`config.mk`:
```
export PLATFORM = sky130hd
export DESIGN_NAME = stream_demux
export DESIGN_NICKNAME = d
export VERILOG_FILES = /design/src/rtl/stream_demux.sv
export SDC_FILE = /design/constraint.sdc
export NUM_CORES = 1
export LEC_CHECK = 0
export CORE_ASPECT_RATIO = 0.5
export CORE_UTILIZATION = 45
export CTS_CLUSTER_SIZE = 10
export DETAILED_ROUTE_END_ITERATION = 7
export PLACE_DENSITY_LB_ADDON = 0.15
export SYNTH_ARGS = -nofsm -noshare
export SYNTH_HDL_FRONTEND = slang
export SYNTH_SLANG_ARGS = --single-unit
```
`constraint.sdc`:
```
create_clock -name clk -period 2.1 [get_ports clk]
set_input_delay 0.315 -clock clk [delete_from_list [all_inputs] [get_ports clk]]
set_output_delay 0.315 -clock clk [all_outputs]
set_load 0.02 [all_outputs]
```
`src/rtl/stream_demux.sv`:
```
// 1-to-2 valid/ready stream demultiplexer with one registered slot per output port
// and saturating per-port delivery counters.
module stream_demux #(
  parameter int WIDTH     = 32,
  parameter int CNT_WIDTH = 16
) (
  input  logic                 clk,
  input  logic                 rst,
  input  logic                 in_valid,
  output logic                 in_ready,
  input  logic [WIDTH-1:0]     in_data,
  input  logic                 in_sel,
  output logic                 out0_valid,
  input  logic                 out0_ready,
  output logic [WIDTH-1:0]     out0_data,
  output logic                 out1_valid,
  input  logic                 out1_ready,
  output logic [WIDTH-1:0]     out1_data,
  output logic [CNT_WIDTH-1:0] cnt0,
  output logic [CNT_WIDTH-1:0] cnt1
);

  // Handshake: a word moves on any interface at a rising edge where valid and ready
  // are both high; a FULL slot keeps valid/data stable until its consumer takes it.
  typedef enum logic {EMPTY = 1'b0, FULL = 1'b1} slot_state_t;

  slot_state_t          r_state0, r_state1;
  slot_state_t          w_state0_nxt, w_state1_nxt;
  logic [WIDTH-1:0]     r_data0, r_data1;
  logic [CNT_WIDTH-1:0] r_cnt0, r_cnt1;

  logic w_drain0, w_drain1;
  logic w_accept, w_fill0, w_fill1;

  assign w_drain0 = (r_state0 == FULL) & out0_ready;
  assign w_drain1 = (r_state1 == FULL) & out1_ready;

  // Only the selected port's occupancy and ready matter, so a stalled port never
  // blocks traffic to the other one.
  assign in_ready = in_sel ? ((r_state1 == EMPTY) | out1_ready)
                           : ((r_state0 == EMPTY) | out0_ready);

  assign w_accept = in_valid & in_ready;
  assign w_fill0  = w_accept & ~in_sel;
  assign w_fill1  = w_accept &  in_sel;

  always_comb begin
    w_state0_nxt = r_state0;
    w_state1_nxt = r_state1;
    if (w_fill0)       w_state0_nxt = FULL;
    else if (w_drain0) w_state0_nxt = EMPTY;
    if (w_fill1)       w_state1_nxt = FULL;
    else if (w_drain1) w_state1_nxt = EMPTY;
  end

  always_ff @(posedge clk) begin
    if (rst) begin
      r_state0 <= EMPTY;
      r_state1 <= EMPTY;
    end else begin
      r_state0 <= w_state0_nxt;
      r_state1 <= w_state1_nxt;
    end
  end

  always_ff @(posedge clk) begin
    if (rst) begin
      r_data0 <= '0;
      r_data1 <= '0;
    end else begin
      if (w_fill0) r_data0 <= in_data;
      if (w_fill1) r_data1 <= in_data;
    end
  end

  // Counters stick at all-ones rather than wrapping.
  always_ff @(posedge clk) begin
    if (rst) begin
      r_cnt0 <= '0;
      r_cnt1 <= '0;
    end else begin
      if (w_drain0 && (r_cnt0 != {CNT_WIDTH{1'b1}})) r_cnt0 <= r_cnt0 + 1'b1;
      if (w_drain1 && (r_cnt1 != {CNT_WIDTH{1'b1}})) r_cnt1 <= r_cnt1 + 1'b1;
    end
  end

  assign out0_valid = (r_state0 == FULL);
  assign out1_valid = (r_state1 == FULL);
  assign out0_data  = r_data0;
  assign out1_data  = r_data1;
  assign cnt0       = r_cnt0;
  assign cnt1       = r_cnt1;

endmodule

```
## Word level (Yosys, flattened, before mapping)

Index checks and enable logic that the tools add are counted.

| storage, ports and cells | value |
|---|---|
| RAM bits | 0 |
| output and inout port bits | 99 |
| memory bits (read-only) | 0 |
| register bits | 98 |
| memories | 0 |
| word-level logic and storage cells | 29 |
| bits of input ports | 38 |
| latch bits | 0 |

| cells by class | value |
|---|---|
| bitwise gates (word level) | 10 |
| divide/modulo/power cells | 0 |
| add/subtract/negate cells | 2 |
| shifts and indexed selects | 0 |
| equal/unequal tests | 2 |
| reductions and logical operators | 4 |
| multipliers | 0 |
| muxes and demuxes | 5 |
| magnitude comparators | 0 |

Operators with widths:

| cell | count |
|---|---|
| 16-bit by 1-bit adder with 16-bit output (second input constant) | 2 |
| 16-bit inequality test (second input constant) | 2 |
| 1-bit AND | 5 |
| 1-bit 2-to-1 mux | 5 |
| 2-bit nonzero test | 2 |
| 1-bit NOT | 3 |
| 1-bit logical AND | 2 |
| 1-bit OR | 2 |

## Logic depth before layout (Yosys ltp)

| logic depth | value |
|---|---|
| depth after elaboration | 6 |
| gate-level depth with buffers | 6 |
| depth with buffers taken out | 5 |

## Least setup slack after synthesis

Ideal clock, no wire load.

| timing | value |
|---|---|
| kind | register to register |
| from | register r_cnt0[0], in the netlist cnt0[0] |
| to | register r_cnt0[14], in the netlist cnt0[14] |
| period minus slack after synthesis | 1967 ps |
| library setup time | 70 ps |
| arrival time | 1897 ps |
| cell stages (with the launch flop) | 6 |
| slack | 133 ps |
| path through | dfxtp_1 > ha_1 > nand3_2 > or4_1 > or4_1 > a21oi_1 |

| between the ends | value |
|---|---|
| longest elaborated chain between the ends | 2 |
| elaborated cells between the ends (all ways) | 3 |
| those cells by class | add/sub (1); eq/ne (1); reduce/logical (1) |

RTL lines:

| what | RTL line | RTL |
|---|---|---|
| start, declared | 30 | `logic [CNT_WIDTH-1:0] r_cnt0, r_cnt1;` |
| start signal, assigned | 82 | `if (w_drain0 && (r_cnt0 != {CNT_WIDTH{1'b1}})) r_cnt0 <= r_cnt0 + 1'b1;` |
| branches (longest 2 deep; another with 16-bit by 1-bit adder with 16-bit output) | n/a |  |

Several ways; the timed one is not identified.
A chain may end at the register's enable or synchronous reset.

## Worst setup path in the final report

| timing | value |
|---|---|
| from | register r_cnt0[1], in the netlist cnt0[1] |
| to | register r_cnt0[14], in the netlist cnt0[14] |

The elaborated chain is that of the path after synthesis.

==> results.toml <==
[synth]
ys_types = 41
synth-main-ff-cell = "dfxtp_1"
syn-cell-area_um2 = 3930
postSynthAreaPerCell_um2 = 8.07
yosysWarnings = 0
seq_area_frac_synth = 0.499
synthArstFlopShare = 0
synth_edf_count = 0
syn_inst = 487
syn-num-nets = 527
ys_ff_latch = 98

[timing]
period_share = 0.929
rsz0062_at_grt = "no"
slew_violations = 0
hold_viol_final = 0
period_needed_ns = 1.95
whs_ns = 0.416
max_slew_margin = 0.705
timing.fmax_mhz = 512
setup_slack_ns = 0.149
worst_pin_slew_ns = 0.439
setup_viol_count_final = 0
fin_skew_ns = 0.00437

[clocking]
cts-root-buf = "clkbuf_16"
htree_levels = 3
clk_pin_slew_ns = 0.06
cts_buffers = 9
post-cts-setup-buffer-count = 0
clkLatencyLatePin_ns = 0.34
cts_tree = "built"
cts_buffer_depth = 2
cts.sinks = 98

[setup_path]
reg2reg_setup_slack_ns = 0.15
r2r-end = "cnt0[14]"
start_kind = "register"
r2r_cells = 5
r2r-start = "cnt0[1]"
worst-setup-path-type = "register to register"
arrival_ns = 2.22
required_ns = 2.37
cp_max_fo = 6
critPathCaptureType = "register"

[floorplanning]
std_cell_rows = 23
num_io_pins = 137
dieWidth_um = 134
initial_core_util = 0.477
chipHeight_um = 68.1
dieArea_um2 = 9130
core_area_um2 = 8230

[cells_and_area]
diodes = 0
fillers = 694
syn_to_final_growth_pct = 48.1
regArea_um2 = 1960
drive_gt1_frac = 0.0780
final_cell_mix = "142 x nand2_1, 134 x clkdlybuf4s50_1, 97 x dfxtp_1, 86 x a21oi_1, 15 x buf_4"
fin_nets = 663
fin_util = 0.707
final_common_cell = "nand2_1"
multiInputGateArea_um2 = 1850

[placement]
io_buffers = 136
place_congestion = 0.856
place_ws_ns = -0.0355
dp_hpwl_mm = 6.86

[drt]
routed-via-count = 3837
drtPass1Iterations = 5
wl_per_cell_um = 13.7
drtAntennaViolNets = 0
via_per_inst = 5.19
drt_wl_total_mm = 10.2
drc = 0
first_iter_violations = 251

[worst_hold_path]
hp-start = "rst"
min_path_cells = 2
min_to = "cnt0[4]"
hp-class = "input pin to register"

[global_route]
grt-ovfl-total = 0
grt_first_pass_wirelength_mm = 16.1
grt_start_max_net_pins = 67
antenna_found_initial = 0
grt_pass1_vias = 3307
track_usage = 0.229

[pwr]
p_per_area_nw_per_um2 = 723
post-layout-total-power_mw = 4.21
static-leakage-power_nw = 1.99
max-vdd-ir-drop_uv = 538

[job]
maxCapViolations = 0

[run_status]
status = "completed"
-- cell type report --
cell class / count / share of cell area
Sequential cell: 98 / 0.337
Inverter: 6 / 0.00387
Timing Repair Buffer: 153 / 0.262
Clock inverter: 6 / 0.0166
Tap cell: 112 / 0.0241
Clock buffer: 10 / 0.0393
Multi-Input combinational cell: 355 / 0.317
-- cells in the mapped netlist, types with 2 or more instances --
| master | number | area share |
|---|---|---|
| nor3_1 | 8 | 0.010 |
| nor2_1 | 14 | 0.013 |
| inv_1 | 6 | 0.0057 |
| nand2_1 | 142 | 0.14 |
| a211oi_1 | 2 | 0.0038 |
| o31ai_1 | 9 | 0.017 |
| and3b_1 | 2 | 0.0045 |
| a31oi_1 | 2 | 0.0032 |
| nor2b_1 | 7 | 0.011 |
| or3_1 | 7 | 0.011 |
| buf_1 | 3 | 0.0029 |
| a21oi_1 | 86 | 0.11 |
| o21ai_0 | 6 | 0.0076 |
| nand4_2 | 2 | 0.0064 |
| nor4_1 | 5 | 0.0080 |
| clkbuf_1 | 25 | 0.024 |
| and3_1 | 3 | 0.0048 |
| or4_1 | 11 | 0.021 |
| o41ai_1 | 2 | 0.0045 |
| nand4_1 | 4 | 0.0064 |
| nand3_1 | 12 | 0.015 |
| ha_1 | 2 | 0.0064 |
| mux2_2 | 8 | 0.023 |
| a311oi_1 | 3 | 0.0067 |
| nand2b_1 | 3 | 0.0048 |
| dfxtp_1 | 98 | 0.50 |
-- sequential cells by signal (all words and copies together), names as in the netlist --
name and cells:
out0_valid 1, out0_data 32, cnt1 16, out1_data 32, out1_valid 1, cnt0 16
-- worst max path at each step --
stage,startpoint,end,slack (ns),cells past startpoint
finish,cnt0[1],cnt0[14],0.15,5
global route,cnt0[1],cnt0[14],0.006,5
CTS,cnt0[0],cnt0[14],0.14,5
detailed placement,out0_ready,in_ready,-0.04,4
global placement,out0_ready,in_ready,-0.05,4
floorplan,cnt0[0],cnt0[14],0.13,5
-- through the flow --
stage                     cell area, µm²  cells  TNS (ns)
after floorplan                     3930    487         0
after global placement              5490    724   -0.0507
after detailed placement            5490    724   -0.0355
after CTS                           5820    740         0
after global routing                5820    740         0
final                               5820    740         0
-- worst max-delay path, stage by stage (launching register included) --
cell and delay, ns:
dfxtp_1 0.40, ha_1 0.22, nand3_2 0.15, or4_1 0.57, or4_1 0.40, a21oi_1 0.14
-- layer usage --
metal  track usage  wire [µm]  share of wire  vias to the layer above
li1              -          -              -                     1965
met1         0.271       4540           0.45                     1767
met2         0.383       4680           0.46                       90
met3         0.101        779          0.077                       15
met4        0.0674        144          0.014                        0
met5             0          0              0                        -
-- report_power, final --
part           leakage, nW  internal (mW)  switching (mW)
combinational         1.03          0.227           0.247
sequential           0.798           1.92          0.0321
clock                0.156           1.06           0.723
-- repair_timing --
item / 4_1_cts / 5_1_grt
endpoints found under the setup margin: 1 / 1
hold buffers: 0 / 0
gates resized for setup: 1 / 1
-- cell families (layout without fill, tap and decap cells) --
family	count (synthesis)	in the layout	synth area share
simple gates	230	230	0.275
flops	98	98	0.499
mux	9	9	0.0255
fa+ha+maj	2	2	0.00637
buf+inv	34	175	0.0325
compound gates	114	114	0.162
Note: power is estimated with default switching activity, not from simulation.
